$ cat src/rtl/debug_pkg.sv
// Shared definitions for the debug step controller: UART command codes
// and the controller state encoding (reported on state_out).
// DEBUG_CYCLE_COUNT_EN adds the SEND_CNT state for the cycle-count byte.
package debug_pkg;

  localparam logic [7:0] CMD_CONT  = 8'h63;  // 'c' continuous run
  localparam logic [7:0] CMD_STEP  = 8'h73;  // 's' enter step mode
  localparam logic [7:0] CMD_NEXT  = 8'h6E;  // 'n' single step
  localparam logic [7:0] CMD_RESET = 8'h72;  // 'r' processor soft reset

  typedef enum logic [2:0] {
    IDLE       = 3'd0,
    RUN        = 3'd1,
    STEP_WAIT  = 3'd2,
    STEP_PULSE = 3'd3,
    SEND_PC    = 3'd4,
`ifdef DEBUG_CYCLE_COUNT_EN
    SEND_CNT   = 3'd5,
`endif
    WAIT_TX    = 3'd6
  } state_t;

endpackage

$ cat src/rtl/debug_cmd_decoder.sv
// Turns a strobed UART byte into one-hot command pulses; any byte that is
// not a known command code produces no pulse at all.
module debug_cmd_decoder
  import debug_pkg::*;
(
  input  logic [7:0] rx_data,
  input  logic       rx_valid,
  output logic       cmd_cont,
  output logic       cmd_step,
  output logic       cmd_next,
  output logic       cmd_reset
);

  // Match the qualified byte against each command code in the same cycle
  always_comb begin
    cmd_cont  = rx_valid && (rx_data == CMD_CONT);
    cmd_step  = rx_valid && (rx_data == CMD_STEP);
    cmd_next  = rx_valid && (rx_data == CMD_NEXT);
    cmd_reset = rx_valid && (rx_data == CMD_RESET);
  end

endmodule

$ cat src/rtl/debug_step_controller.sv
// UART-driven run/step controller for a small processor. Commands start a
// free run, enter step mode, single-step or soft-reset the core; after a
// run halts or a step completes the current PC is reported over the UART.
// Define DEBUG_CYCLE_COUNT_EN to also count enabled cycles and append the
// low byte of that count to every report.
module debug_step_controller
  import debug_pkg::*;
#(
  parameter int PC_W  = 8,
  parameter int CNT_W = 8
) (
  input  logic            clk,
  input  logic            reset,
  input  logic [7:0]      rx_data,
  input  logic            rx_valid,
  input  logic [PC_W-1:0] pc_value,
  input  logic            halt_detected,
  input  logic            tx_busy,
  output logic            enable_debug,
  output logic            reset_debug,
  output logic [7:0]      tx_data,
  output logic            tx_start,
  output logic [2:0]      state_out
);

  if (PC_W < 1 || CNT_W < 1) begin : g_param_check
    $error("debug_step_controller: PC_W and CNT_W must be at least 1");
  end

  logic   cmd_cont, cmd_step, cmd_next, cmd_reset;
  state_t state;
  logic   from_step;
  logic   busy_seen;

  debug_cmd_decoder u_decoder (
    .rx_data   (rx_data),
    .rx_valid  (rx_valid),
    .cmd_cont  (cmd_cont),
    .cmd_step  (cmd_step),
    .cmd_next  (cmd_next),
    .cmd_reset (cmd_reset)
  );

  assign state_out = state;

`ifdef DEBUG_CYCLE_COUNT_EN
  logic [CNT_W-1:0] cycle_cnt;
  logic             report_last;

  // Count every cycle the core is allowed to advance; a soft reset clears it
  always_ff @(posedge clk) begin
    if (reset || reset_debug) begin
      cycle_cnt <= '0;
    end else if (enable_debug) begin
      cycle_cnt <= cycle_cnt + CNT_W'(1);
    end
  end
`endif

  // Main controller: all outputs are registered so enable/reset never glitch
  always_ff @(posedge clk) begin
    if (reset) begin
      state        <= IDLE;
      enable_debug <= 1'b0;
      reset_debug  <= 1'b0;
      tx_start     <= 1'b0;
      tx_data      <= 8'h00;
      from_step    <= 1'b0;
      busy_seen    <= 1'b0;
`ifdef DEBUG_CYCLE_COUNT_EN
      report_last  <= 1'b0;
`endif
    end else begin
      reset_debug <= 1'b0;
      tx_start    <= 1'b0;
      case (state)
        IDLE: begin
          enable_debug <= 1'b0;
          if (cmd_cont) begin
            state        <= RUN;
            enable_debug <= 1'b1;
            from_step    <= 1'b0;
          end else if (cmd_step) begin
            state     <= STEP_WAIT;
            from_step <= 1'b1;
          end else if (cmd_reset) begin
            reset_debug <= 1'b1;
          end
        end
        RUN: begin
          if (cmd_reset) begin
            enable_debug <= 1'b0;
            reset_debug  <= 1'b1;
            state        <= IDLE;
          end else if (halt_detected) begin
            enable_debug <= 1'b0;
            state        <= SEND_PC;
          end else begin
            enable_debug <= 1'b1;
          end
        end
        STEP_WAIT: begin
          enable_debug <= 1'b0;
          from_step    <= 1'b1;
          if (cmd_next) begin
            enable_debug <= 1'b1;
            state        <= STEP_PULSE;
          end else if (cmd_reset) begin
            reset_debug <= 1'b1;
          end
        end
        STEP_PULSE: begin
          enable_debug <= 1'b0;
          if (halt_detected) from_step <= 1'b0;
          state <= SEND_PC;
        end
        SEND_PC: begin
          if (halt_detected) from_step <= 1'b0;
          if (!tx_busy) begin
            tx_data   <= 8'(pc_value);
            tx_start  <= 1'b1;
            busy_seen <= 1'b0;
`ifdef DEBUG_CYCLE_COUNT_EN
            report_last <= 1'b0;
`endif
            state     <= WAIT_TX;
          end
        end
`ifdef DEBUG_CYCLE_COUNT_EN
        SEND_CNT: begin
          if (halt_detected) from_step <= 1'b0;
          if (!tx_busy) begin
            tx_data     <= 8'(cycle_cnt);
            tx_start    <= 1'b1;
            busy_seen   <= 1'b0;
            report_last <= 1'b1;
            state       <= WAIT_TX;
          end
        end
`endif
        WAIT_TX: begin
          if (halt_detected) from_step <= 1'b0;
          if (!busy_seen) begin
            if (tx_busy) busy_seen <= 1'b1;
          end else if (!tx_busy) begin
`ifdef DEBUG_CYCLE_COUNT_EN
            if (!report_last) state <= SEND_CNT;
            else
`endif
            if (from_step) state <= STEP_WAIT;
            else state <= IDLE;
          end
        end
        default: begin
          enable_debug <= 1'b0;
          state        <= IDLE;
        end
      endcase
    end
  end

endmodule

$ cat config.mk
export PLATFORM = sky130hd
export DESIGN_NAME = debug_step_controller
export DESIGN_NICKNAME = d
export VERILOG_FILES = /design/src/rtl/debug_pkg.sv /design/src/rtl/debug_cmd_decoder.sv /design/src/rtl/debug_step_controller.sv
export SDC_FILE = /design/constraint.sdc
export NUM_CORES = 1
export LEC_CHECK = 0
export CORE_ASPECT_RATIO = 1.2
export CORE_UTILIZATION = 44
export CTS_CLUSTER_SIZE = 25
export DETAILED_ROUTE_END_ITERATION = 8
export PLACE_DENSITY = 0.9
export SLEW_MARGIN = 20
export SYNTH_ARGS = -nofsm -noshare
export SYNTH_HDL_FRONTEND = slang
export SYNTH_HIERARCHICAL = 1
export SYNTH_SLANG_ARGS = --single-unit
$ cat constraint.sdc
create_clock -name clk -period 4.8 [get_ports clk]
set_clock_uncertainty 0.15 [all_clocks]
set_input_delay 0.96 -clock clk [delete_from_list [all_inputs] [get_ports clk]]
set_output_delay 0.96 -clock clk [all_outputs]
set_load 0.1 [all_outputs]
# Word level (Yosys, flattened, before mapping)
# Index checks and enable logic that the tools add are counted.
[word_totals]
regBits = 16
latchBits = 0
ram_bits = 0
mem_bits_ro = 0
in_bits = 21
mem_count = 0
[classes]
add_sub_neg = 0
n_mul = 0
n_div = 0
order_cmp = 0
eq_ne = 16
shifts = 0
muxes = 29
bitwise = 2
reduce_logical = 14
[ops]
columns = ["op", "count"]
rows = [
  ["$eq A8 B7 Y1 const B", 4],
  ["$mux W3", 8],
  ["$pmux W3 S6", 1],
  ["$mux W1", 15],
  ["$ne A2 B2 Y1 const B", 4],
  ["$eq A3 B2 Y1 const B", 2],
  ["$eq A3 B3 Y1 const B", 2],
  ["$ne A3 B3 Y1 const B", 2],
  ["$pmux W1 S3", 2],
  ["$reduce_and A6 Y1", 1],
  ["$logic_and A1 B1 Y1", 4],
  ["$pmux W1 S4", 1],
  ["$reduce_and A2 Y1", 2],
  ["$reduce_or A2 Y1", 2],
  ["$eq A3 B1 Y1 const B", 1],
  ["$logic_not A3 Y1", 1],
  ["$reduce_and A3 Y1", 1],
  ["$reduce_bool A3 Y1", 1],
  ["$reduce_or A3 Y1", 1],
  ["$mux W2", 1],
  ["$ne A2 B1 Y1 const B", 1],
  ["$not A1 Y1", 2],
  ["$pmux W1 S2", 1],
  ["$reduce_bool A2 Y1", 1],
]

# Depth between registers and ports, before layout
# Gate-level depths: netlist of run 1.
[depth]
ltp_word = 6
mapped_depth = 6
mapped_depth_nobuf = 6

# Modules after synthesis
# Netlist of run 1, hierarchy kept.
[modules_own_cells]
columns = ["mod", "instances", "cells_each", "area_per_inst_um2"]
rows = [
  ["debug_step_controller", 1, 74, 729.4],
  ["debug_cmd_decoder", 1, 11, 81.3],
]

# Worst setup path after synthesis of run 1
# OpenSTA, ideal clock, no wires.
[synth_timing]
path_kind = "input to register"
startpoint = "in rx_data[3]"
endpoint = "reg state[1] (netlist: state_out[1])"
setup_time_ns = 0.116
t_arrival_ns = 2.321
t_required_ns = 4.534
path_slack_ns = 2.213
path_stages = 6
path_buffers = 0
path_cell_list = "or3b_1 > nor4_2 > nor3_1 > o21ai_1 > a211oi_1 > a41o_1"
[synth_between]
elab_chain_cells = 4
elab_cells_between_ends = 15
cone_classes = "7 x eq/ne; 3 x mux; 5 x reduce/logical"
[synth_rtl]
columns = ["element", "line_no", "text"]
rows = [
  ["start: declaration", "debug_step_controller.sv:14", "input logic [7:0] rx_data,"],
  ["$eq A8 B7 Y1 (*)", "debug_cmd_decoder.sv:16", "cmd_cont = rx_valid && (rx_data == CMD_CONT);"],
  ["$logic_and A1 B1 Y1 (*)", "debug_cmd_decoder.sv:16", ""],
  ["net cmd_cont", "debug_step_controller.sv:30", "logic cmd_cont, cmd_step, cmd_next, cmd_reset;"],
  ["$ne A3 B3 Y1 (no source line) / $mux W3 (equally long branches)", "--", ""],
  ["$reduce_and A6 Y1 (no source line) / $pmux W3 S6 (equally long branches)", "--", ""],
  ["end signal: assignment", "debug_step_controller.sv:63", "state <= IDLE;"],
  ["end signal: assignment", "debug_step_controller.sv:80", "state <= RUN;"],
  ["end signal: assignment", "debug_step_controller.sv:84", "state <= STEP_WAIT;"],
  ["end: declaration", "debug_step_controller.sv:31", "state_t state;"],
]
# The timed path passes the listed nets; every way through them passes the cells marked *.
# A chain may end at the register's enable or synchronous reset.

# Worst setup path after layout of run 1
[layout_timing]
startpoint = "reg state[1] (netlist: state_out[1])"
endpoint = "out state_out[1]"
[layout_lines]
columns = ["element", "line_no", "text"]
rows = [
  ["end: declaration", "debug_step_controller.sv:23", "output logic [2:0] state_out"],
]
# No word-level cell between the ends.

==> results.rst, run 1 <==
.. list-table::
   :header-rows: 1

   * - Metric
     - Value
   * - Run status
     - finished, final reports clean
   * - Arr. time, crit path
     - 2170 ps
   * - Global router's overall resource usage
     - 24.6%
   * - CP peak stage delay
     - 1230 ps
   * - Maximum count of clock buffers along a single path
     - 2
   * - Setup slack after placement
     - 1590 ps
   * - Max-slew violation total from the final report
     - 0
   * - Wire length of the first global-routing pass
     - 3460 um
   * - Row count
     - 16
   * - #FFs+latches synth
     - 16
   * - Hold buffer count at cts
     - 0
   * - Number of placed I/O pins
     - 35
   * - Leading cell types in the layout, fill and taps excluded
     - sky130_fd_sc_hd__clkdlybuf4s50_1 (34), sky130_fd_sc_hd__dfxtp_1 (16), sky130_fd_sc_hd__a22o_1 (8)
   * - DP Wirelength
     - 1560 um
   * - Kind of cell adding the most delay to the critical path
     - buffers and inverters
   * - Setup repair after global routing missed its margin
     - false
   * - Clock sink count
     - 16
   * - Initial antenna violation count
     - 0
   * - Slew at the pin closest to its max-slew limit
     - 983 ps
   * - Critical Path End Type
     - primary output
   * - Required time of the critical path
     - 3690 ps
   * - Final Hold Viols
     - 0
   * - Placeable core region
     - 1680 um2
   * - Post-synth net total
     - 106
   * - Critical path type
     - reg -> out
   * - Critical Path Source Type
     - flip-flop
   * - Number of violations reported at the end of detailed-routing iteration 0
     - 20
   * - Mapped Cells
     - 85
   * - Syn Std Cell Area
     - 811 um2
   * - Initial cell density of the core
     - 48.2%
   * - Slowest CP cell
     - sky130_fd_sc_hd__clkdlybuf4s50_1
   * - Total number of yosys warnings
     - 6
   * - Setup-failing EPs final
     - 0
   * - Final worst slack
     - 1520 ps
   * - Final Cycle Share
     - 68.4%
   * - Hold slack
     - 337 ps
   * - Width of the die
     - 41.2 um
   * - Max Clock Freq
     - 305 MHz
   * - Number of antenna diodes
     - 0
   * - Average cell area after synthesis
     - 9.54 um2
   * - DIE AREA
     - 2020 um2
   * - # Post-CTS Setup Buffers
     - 0
   * - Vias per cell
     - 5.91
   * - Most common cell after layout, fill and taps aside
     - sky130_fd_sc_hd__clkdlybuf4s50_1
   * - Core utilization of the finished layout
     - 69.0%
   * - Multi-input gate area in the final layout
     - 428 um2
   * - Area taken by flip-flops and latches
     - 320 um2
   * - WL per Instance
     - 15.1 um
   * - Filler cells
     - 138
   * - PortBufs
     - 34
   * - Leakage power figure
     - 0.400 nW
   * - Clock latency on the worst-skew pair
     - 290 ps
   * - Number of maximum-capacitance violations
     - 0
   * - Number of gates given a new drive strength after cts
     - 0
   * - Cell area power density
     - 272 nW/um2
   * - Worst slew margin relative to its limit
     - 34.3%
   * - Antenna violation net count after detailed routing
     - 0
   * - Crit path time final
     - 3280 ps
   * - H-tree lvl count
     - 1
   * - DIE HEIGHT
     - 49.0 um
   * - Worst hold path type
     - reg -> reg
   * - Number of distinct library cell variants in the gate-level netlist after synthesis
     - 35
   * - Fraction of final layout cells with drive strength greater than 1
     - 11.0%
   * - Clock Tree Root
     - sky130_fd_sc_hd__clkbuf_4
   * - Critical path, cell by cell
     - clkdlybuf4s50_1
   * - Total via count after detailed routing
     - 804
   * - Via count of the first global-routing pass
     - 787
   * - Post-Route Setup TNS
     - 0 ps
   * - Stages on the worst setup path
     - 1
   * - Proportion of synthesized chip area in sequential cells
     - 39.5%
   * - Largest net degree at the start of global routing
     - 12
   * - GRT overflow
     - 0
   * - Area delta synth->final
     - 43.2%
   * - Number of cells on the worst hold path
     - 1
   * - Max FO, Critical Path
     - 11
   * - Total DRC errors in the routed layout
     - 0
   * - Gp weighted congestion
     - 0.942
   * - Layout net count
     - 141
   * - WL final
     - 2050 um
   * - Worst reg2reg path depth
     - 3
   * - Worst voltage drop across the vdd grid
     - 0.153 mV
   * - Clock tree from TritonCTS
     - yes
   * - Iteration count of the initial detailed-routing pass
     - 4
   * - Buffers & Inverters on Critical Path
     - 1
   * - Clock slew at the register clock pins of the worst setup and hold paths
     - 90 ps
   * - Number of CTS-inserted buffers
     - 3
## state kept, by name (all words and copies together), names as in the netlist
name	cells
state_out	3
tx_data	8
from_step	1
busy_seen	1
enable_debug	1
tx_start	1
reset_debug	1
## cells by family (layout without fill, tap and decap cells)
group           after synthesis  after routing  synth area share, %
simple gates                 30             30                 26.2
flops                        16             16                 39.5
buf+inv                      10             43                 7.71
compound gates               28             28                 25.2
mux                           1              1                 1.39
## metrics by stage
step	cells	instance area (um2)	power, mW
after CTS	136	1160	0.313
after global placement	133	1140	0.240
after global routing	136	1160	0.329
final	136	1160	0.315
after detailed placement	133	1140	0.244
after floorplan	85	811	0.218
## per-layer routing
layer  up-vias  GRT usage, %  share of wire, %
met5         -             0                 0
met4         0          15.1               3.4
met3         8          3.65               2.8
met2        29          37.8                53
met1       381          30.3                40
li1        386             -                 -
## where the power goes
part | internal, mW | switching [mW]
Sequential | 0.139 | 0.0151
Combinational | 0.0369 | 0.0505
Clock | 0.0292 | 0.0451
## cell usage after synthesis
cell | n | area, um2
sky130_fd_sc_hd__dfxtp_1 | 16 | 320
sky130_fd_sc_hd__a22o_1 | 8 | 70.1
sky130_fd_sc_hd__nor2_1 | 5 | 18.8
sky130_fd_sc_hd__o21ai_1 | 5 | 25.0
sky130_fd_sc_hd__a21oi_1 | 4 | 20.0
sky130_fd_sc_hd__inv_1 | 4 | 15.0
sky130_fd_sc_hd__nand2_1 | 4 | 15.0
sky130_fd_sc_hd__nor2b_1 | 4 | 25.0
sky130_fd_sc_hd__nor3_1 | 3 | 15.0
sky130_fd_sc_hd__a31oi_1 | 2 | 12.5
sky130_fd_sc_hd__buf_6 | 2 | 22.5
sky130_fd_sc_hd__nand4b_1 | 2 | 17.5
sky130_fd_sc_hd__nor4_2 | 2 | 25.0
sky130_fd_sc_hd__o211ai_1 | 2 | 15.0
sky130_fd_sc_hd__o21ai_0 | 2 | 10.0
sky130_fd_sc_hd__a2111oi_0 | 1 | 8.76
sky130_fd_sc_hd__a211oi_1 | 1 | 7.51
sky130_fd_sc_hd__a21oi_4 | 1 | 16.3
sky130_fd_sc_hd__a41o_1 | 1 | 10.0
sky130_fd_sc_hd__and2b_2 | 1 | 8.76
sky130_fd_sc_hd__buf_2 | 1 | 5.00
sky130_fd_sc_hd__buf_4 | 1 | 7.51
sky130_fd_sc_hd__inv_2 | 1 | 3.75
sky130_fd_sc_hd__inv_6 | 1 | 8.76
sky130_fd_sc_hd__mux2_1 | 1 | 11.3
sky130_fd_sc_hd__nand2_2 | 1 | 6.26
sky130_fd_sc_hd__nand2b_4 | 1 | 13.8
sky130_fd_sc_hd__nand3_1 | 1 | 5.00
sky130_fd_sc_hd__nand3b_1 | 1 | 7.51
sky130_fd_sc_hd__nor4_1 | 1 | 6.26
sky130_fd_sc_hd__nor4_4 | 1 | 21.3
sky130_fd_sc_hd__o2111ai_1 | 1 | 8.76
sky130_fd_sc_hd__or2b_1 | 1 | 7.51
sky130_fd_sc_hd__or3b_1 | 1 | 8.76
sky130_fd_sc_hd__or4_4 | 1 | 11.3
## worst paths after layout
kind | slack (ps) | endpoint | start
worst max-delay path | 1520 | state_out[1] | state_out[1]
worst min-delay path | 340 | tx_data[1] | tx_data[1]
worst max register to register | 3180 | state_out[1] | state_out[1]
worst min register to register | 340 | tx_data[1] | tx_data[1]
## cell type report
class,count,area share [%]
multi-input combinational,59,36.9
timing repair buffer,34,29.3
sequential,16,27.6
inverter,6,2.37
clock buffer,3,1.94
tap,18,1.94
Note: power is estimated with default switching activity, not from simulation.
==> inputs of run 2 (changes only) <==
--- a/config.mk
+++ b/config.mk
@@ -6,10 +6,10 @@
 export NUM_CORES = 1
 export LEC_CHECK = 0
 export CORE_ASPECT_RATIO = 1.2
-export CORE_UTILIZATION = 44
+export CORE_UTILIZATION = 37
 export CTS_CLUSTER_SIZE = 25
 export DETAILED_ROUTE_END_ITERATION = 8
-export PLACE_DENSITY = 0.9
+export PLACE_DENSITY = 0.81
 export SLEW_MARGIN = 20
 export SYNTH_ARGS = -nofsm -noshare
 export SYNTH_HDL_FRONTEND = slang
==> constraint.sdc (replaced) <==
create_clock -name clk -period 2.8 [get_ports clk]
set_clock_uncertainty 0.15 [all_clocks]
set_input_delay 0.56 -clock clk [delete_from_list [all_inputs] [get_ports clk]]
set_output_delay 0.56 -clock clk [all_outputs]
set_load 0.1 [all_outputs]
==> run 2 against run 1 <==
- non-clock buffer count grew 2
- final cell count is 11% higher
- core utilization down 13 points
- worst hold slack gained 2.3 ps
- routed wire length down 9.0%
- flip-flop and latch count stayed put
==> results.rst, run 2 (synthesis gave the netlist of run 1 again) <==
.. list-table::
   :header-rows: 1

   * - Metric
     - Value
   * - Final Hold Viols
     - 0 (unchanged)
   * - Clock tree from TritonCTS
     - yes
   * - Layout net count
     - 143 (+1.4%)
   * - Max-slew violation total from the final report
     - 0 (unchanged)
   * - Register with the most flip-flops
     - tx_data
   * - Max FO, Critical Path
     - 3 (-8)
   * - Critical Path End Type
     - flip-flop
   * - # Post-CTS Setup Buffers
     - 0 (unchanged)
   * - Fraction of final layout cells with drive strength greater than 1
     - 24.8% (+14 points)
   * - Required time of the critical path
     - 2840 ps (-850 ps)
   * - Final Cycle Share
     - 81.8%
   * - H-tree lvl count
     - 1 (unchanged)
   * - Number of gates given a new drive strength after cts
     - 0 (unchanged)
   * - Placeable core region
     - 2070 um2 (+23%)
   * - WL per Instance
     - 12.4 um (-18%)
   * - Vias per cell
     - 5.12 (-13%)
   * - Worst voltage drop across the vdd grid
     - 0.321 mV (+110%)
   * - Largest net degree at the start of global routing
     - 12 (unchanged)
   * - Via count of the first global-routing pass
     - 676 (-14%)
   * - Clock Tree Root
     - sky130_fd_sc_hd__clkbuf_4
   * - Clock latency on the worst-skew pair
     - 290 ps (about the same)
   * - Most common cell after layout, fill and taps aside
     - sky130_fd_sc_hd__clkdlybuf4s50_1
   * - Crit path time final
     - 2290 ps
   * - Post-Route Setup TNS
     - 0 ps (unchanged)
   * - Gp weighted congestion
     - 0.830 (-12%)
   * - Arr. time, crit path
     - 2340 ps (+170 ps)
   * - Antenna violation net count after detailed routing
     - 0 (unchanged)
   * - Clock sink count
     - 16 (unchanged)
   * - Number of CTS-inserted buffers
     - 3 (unchanged)
   * - GRT overflow
     - 0 (unchanged)
   * - Worst slew margin relative to its limit
     - 66.0% (+32 points)
   * - Global router's overall resource usage
     - 17.0% (-7.5 points)
   * - PortBufs
     - 34 (unchanged)
   * - Row count
     - 18 (+2)
   * - Initial antenna violation count
     - 0 (unchanged)
   * - Wire length of the first global-routing pass
     - 2940 um (-15%)
   * - Hold buffer count at cts
     - 0 (unchanged)
   * - Initial cell density of the core
     - 39.1% (-9.1 points)
   * - Max Clock Freq
     - 436 MHz
   * - Critical path type
     - in -> reg
   * - Leading cell types in the layout, fill and taps excluded
     - sky130_fd_sc_hd__clkdlybuf4s50_1 (20), sky130_fd_sc_hd__dfxtp_1 (16), sky130_fd_sc_hd__buf_4 (16)
   * - Setup-failing EPs final
     - 0 (unchanged)
   * - Critical Path Source Type
     - input port
   * - Slew at the pin closest to its max-slew limit
     - 509 ps (-473 ps)
   * - Number of antenna diodes
     - 0 (unchanged)
   * - DIE AREA
     - 2380 um2 (+18%)
   * - Filler cells
     - 201 (+46%)
   * - DP Wirelength
     - 1470 um (-5.7%)
   * - Iteration count of the initial detailed-routing pass
     - 4 (unchanged)
   * - Number of maximum-capacitance violations
     - 0 (unchanged)
   * - Number of flip-flops in the largest register
     - 8 (unchanged)
   * - Placed inst area
     - 1130 um2 (-0.44%)
   * - Maximum count of clock buffers along a single path
     - 2 (unchanged)
   * - Total DRC errors in the routed layout
     - 0 (unchanged)
   * - Width of the die
     - 44.7 um (+8.6%)
   * - Setup repair after global routing missed its margin
     - false
   * - Number of placed I/O pins
     - 35 (unchanged)
   * - Run status
     - finished, final reports clean
   * - Worst hold path type
     - reg -> reg
   * - Final Cell Area
     - 1170 um2 (+0.75%)
   * - Total via count after detailed routing
     - 773 (-3.9%)
   * - Leakage power figure
     - 0.447 nW (+12%)
   * - WL final
     - 1870 um (-9.0%)
   * - Clock slew at the register clock pins of the worst setup and hold paths
     - 90 ps (about the same)
   * - Cell area power density
     - 489 nW/um2 (+80%)
   * - Number of violations reported at the end of detailed-routing iteration 0
     - 24 (+20%)
   * - Area delta synth->final
     - 44.3%
   * - DIE HEIGHT
     - 53.3 um (+8.7%)
-- run 2: area by class of cell --
| type | count | area (um2) | share of cell area, % |
|---|---|---|---|
| Tap cell | 30 | 37.5 | 3.21 |
| Sequential cell | 16 | 320 | 27.4 |
| Inverter | 6 | 27.5 | 2.35 |
| Timing Repair Buffer | 36 | 320 | 27.4 |
| Clock buffer | 4 | 36.3 | 3.10 |
| Multi-Input combinational cell | 59 | 428 | 36.6 |
-- run 2: metal layers --
layer | vias to the layer above | GRT usage (%) | wire, um
li1 | 390 | - | -
met1 | 364 | 20.9 | 802
met2 | 17 | 29.2 | 986
met3 | 2 | 3.07 | 53
met4 | 0 | 6.06 | 25
met5 | - | 0 | 0
-- run 2: worst max-delay path, cell delays in order --
cell and delay (ps):
sky130_fd_sc_hd__clkdlybuf4s50_1 480, sky130_fd_sc_hd__or3b_1 410, sky130_fd_sc_hd__nor4_2 320, sky130_fd_sc_hd__nor3_1 90, sky130_fd_sc_hd__o21ai_1 170, sky130_fd_sc_hd__a211oi_1 90, sky130_fd_sc_hd__a41o_1 220
-- run 2: worst paths after layout --
path	from	end	slack, ps	cells past startpoint
min reg2reg	tx_data[3]	tx_data[3]	340	1
min	tx_data[3]	tx_data[3]	340	1
max reg2reg	state_out[0]	state_out[1]	1200	4
max	rx_valid	state_out[1]	510	7
-- run 2: per-stage QoR --
step                      setup WS [ps]  cells  utilization, %  power (mW)  hold slack, ps
after detailed placement            194    147            54.7       0.422             323
final                               509    151            56.5       0.573             339
after global routing                377    151            56.5       0.598             366
after global placement              252    147            54.7       0.419             315
after floorplan                     613     85               -       0.373             343
after CTS                           516    151            56.5       0.578             346
-- run 2: where the power goes --
part / total, mW / internal [mW] / switching (mW)
Combinational: 0.154 / 0.0672 / 0.0871
Sequential: 0.263 / 0.238 / 0.0256
Clock: 0.155 / 0.0793 / 0.0757
==> inputs of run 3 (changes only) <==
--- a/config.mk
+++ b/config.mk
@@ -6,10 +6,10 @@
 export NUM_CORES = 1
 export LEC_CHECK = 0
 export CORE_ASPECT_RATIO = 1.2
-export CORE_UTILIZATION = 37
+export CORE_UTILIZATION = 41
 export CTS_CLUSTER_SIZE = 25
 export DETAILED_ROUTE_END_ITERATION = 8
-export PLACE_DENSITY = 0.81
+export PLACE_DENSITY = 0.85
 export SLEW_MARGIN = 20
 export SYNTH_ARGS = -nofsm -noshare
 export SYNTH_HDL_FRONTEND = slang
==> constraint.sdc (replaced) <==
create_clock -name clk -period 2.35 [get_ports clk]
set_clock_uncertainty 0.15 [all_clocks]
set_input_delay 0.47 -clock clk [delete_from_list [all_inputs] [get_ports clk]]
set_output_delay 0.47 -clock clk [all_outputs]
set_load 0.1 [all_outputs]
==> run 3 against run 2 <==
- largest cell class unchanged
- critical path depth did not move
- sequential power grew 21%
- sequential share of layout area down 0.60 points
==> results.rst, run 3 (synthesis gave the netlist of run 1 again) <==
.. list-table::
   :header-rows: 1

   * - Metric
     - Value
   * - Run status
     - finished, final reports clean
   * - WL per Instance
     - 14.0 um (+13%)
   * - Initial antenna violation count
     - 0 (unchanged)
   * - Clock sink count
     - 16 (unchanged)
   * - Worst hold path type
     - reg -> reg
   * - Cell area power density
     - 589 nW/um2 (+20%)
   * - Largest net degree at the start of global routing
     - 12 (unchanged)
   * - Slowest CP cell
     - sky130_fd_sc_hd__clkdlybuf4s50_1
   * - Placeable core region
     - 1850 um2 (-11%)
   * - # Post-CTS Setup Buffers
     - 0 (unchanged)
   * - Antenna violation net count after detailed routing
     - 0 (unchanged)
   * - Slew at the pin closest to its max-slew limit
     - 568 ps (+58.3 ps)
   * - Fraction of final layout cells with drive strength greater than 1
     - 26.0% (+1.2 points)
   * - Worst reg2reg endpoint
     - state_out[1]
   * - Critical Path Source Type
     - input port
   * - DIE AREA
     - 2160 um2 (-9.4%)
   * - Number of violations reported at the end of detailed-routing iteration 0
     - 10 (-58%)
   * - Max Clock Freq
     - 453 MHz
   * - FF-to-FF setup slack
     - 680 ps (-520 ps)
   * - Number of cells on the worst hold path
     - 1 (unchanged)
   * - Max FO, Critical Path
     - 3 (unchanged)
   * - Max-slew violation total from the final report
     - 0 (unchanged)
   * - Final Cycle Share
     - 93.9%
   * - Number of gates given a new drive strength after cts
     - 0 (unchanged)
   * - Placed inst area
     - 1160 um2 (+2.3%)
   * - Worst reg2reg path depth
     - 3 (-1)
   * - PortBufs
     - 34 (unchanged)
   * - Total via count after detailed routing
     - 814 (+5.3%)
   * - Number of maximum-capacitance violations
     - 0 (unchanged)
   * - Clock tree from TritonCTS
     - yes
   * - Arr. time, crit path
     - 2250 ps (-90 ps)
   * - Setup repair after global routing missed its margin
     - false
   * - CP peak stage delay
     - 470 ps (about the same)
   * - Kind of cell adding the most delay to the critical path
     - simple AND/OR/NAND/NOR gates
   * - Post-Route Setup TNS
     - 0 ps (unchanged)
   * - Final Cell Area
     - 1200 um2 (+2.2%)
   * - Leakage power figure
     - 0.463 nW (+3.6%)
   * - Register with the most flip-flops
     - tx_data
   * - Post-layout total power
     - 0.704 mW (+23%)
   * - Crit path time final
     - 2210 ps
   * - Setup slack after placement
     - -171 ps (-365 ps)
   * - Number of CTS-inserted buffers
     - 3 (unchanged)
   * - Hold slack
     - 338 ps (-1.18 ps)
   * - WL final
     - 1980 um (+6.0%)
   * - Critical R2R Launch
     - state_out[1]
   * - Number of placed I/O pins
     - 35 (unchanged)
   * - Layout net count
     - 145 (+1.4%)
   * - Area delta synth->final
     - 47.5%
   * - DP Wirelength
     - 1570 um (+7.0%)
   * - # placed instances
     - 138 (-6.1%)
   * - Number of antenna diodes
     - 0 (unchanged)
   * - Core utilization of the finished layout
     - 64.6% (+8.2 points)
   * - DIE HEIGHT
     - 50.7 um (-4.8%)
   * - Hold buffer count at cts
     - 0 (unchanged)
   * - GRT overflow
     - 0 (unchanged)
   * - Critical path type
     - in -> reg
   * - Number of flip-flops in the largest register
     - 8 (unchanged)
   * - Setup-failing EPs final
     - 0 (unchanged)
   * - Iteration count of the initial detailed-routing pass
     - 4 (unchanged)
   * - Final Hold Viols
     - 0 (unchanged)
   * - Leading cell types in the layout, fill and taps excluded
     - sky130_fd_sc_hd__clkdlybuf4s50_1 (20), sky130_fd_sc_hd__dfxtp_1 (16), sky130_fd_sc_hd__buf_4 (16)
   * - Clock slew at the register clock pins of the worst setup and hold paths
     - 100 ps (about the same)
   * - Via count of the first global-routing pass
     - 816 (+21%)
   * - Width of the die
     - 42.6 um (-4.8%)
   * - Required time of the critical path
     - 2390 ps (-450 ps)
   * - Initial cell density of the core
     - 43.8% (+4.7 points)
   * - End of the worst hold path
     - tx_data[1]
   * - Maximum count of clock buffers along a single path
     - 2 (unchanged)
   * - Critical path, cell by cell
     - clkdlybuf4s50_1 -> or3b_1 -> nor4_2 -> nor3_1 -> o21ai_1 -> a211oi_1 -> a41o_1
   * - Total DRC errors in the routed layout
     - 0 (unchanged)
   * - Count of placed standard cells in the final layout, fillers left out
     - 142 (-6.0%)
   * - Clock latency on the worst-skew pair
     - 280 ps (about the same)
   * - Most common cell after layout, fill and taps aside
     - sky130_fd_sc_hd__clkdlybuf4s50_1
   * - Row count
     - 17 (-1)
   * - Critical Path End Type
     - flip-flop
   * - Clock Tree Root
     - sky130_fd_sc_hd__clkbuf_4
   * - Startpoint of the most critical hold path
     - tx_data[1]
   * - Buffers & Inverters on Critical Path
     - 1 (unchanged)
   * - Worst slew margin relative to its limit
     - 62.1% (-3.9 points)
   * - Final worst slack
     - 143 ps (-366 ps)
   * - Vias per cell
     - 5.73 (+12%)
   * - H-tree lvl count
     - 1 (unchanged)
   * - Gp weighted congestion
     - 0.846 (+1.9%)
   * - Worst voltage drop across the vdd grid
     - 0.340 mV (+5.9%)
   * - Global router's overall resource usage
     - 21.3% (+4.2 points)
   * - Wire length of the first global-routing pass
     - 3510 um (+19%)
run 3: power breakdown:
group,switching (mW),total (mW),internal [mW],leakage [nW]
clock,0.0929,0.187,0.0943,0.0210
sequential,0.0337,0.317,0.283,0.129
combinational,0.103,0.200,0.0965,0.313
run 3: worst max-delay path by stage:
stage                            start           end  slack [ps]  cells past startpoint
after CTS                     rx_valid  state_out[1]         130                      7
after floorplan           state_out[0]  state_out[1]         200                      5
final                         rx_valid  state_out[1]         140                      7
after global routing          rx_valid  state_out[1]          50                      7
after detailed placement      rx_valid  state_out[1]        -170                      7
after global placement        rx_valid  state_out[1]         -90                      7
run 3: layout make-up:
cell class              count  area (um2)
well taps                  19        23.8
clock buffers               4        36.3
fillers                   163         654
flip-flops and latches     16         320
repair buffers             38         360
multi-input cells          59         428
inverters                   6        27.5
run 3: layer usage:
metal  part of all wire [%]  global-route usage (%)  routed length, um  vias to the layer above
li1                       -                       -                  -                      391
met3                    4.5                    6.47                 89                        6
met5                      0                       0                  0                        -
met1                     39                    23.6                777                      386
met4                    2.2                    9.90                 44                        0
met2                     54                    36.7               1070                       31
run 3: worst reg2reg max path, cell delays in order, from the launching register on:
cell,delay (ps)
sky130_fd_sc_hd__dfxtp_1,690
sky130_fd_sc_hd__nor2_1,90
sky130_fd_sc_hd__a2111oi_0,460
sky130_fd_sc_hd__a41o_1,220
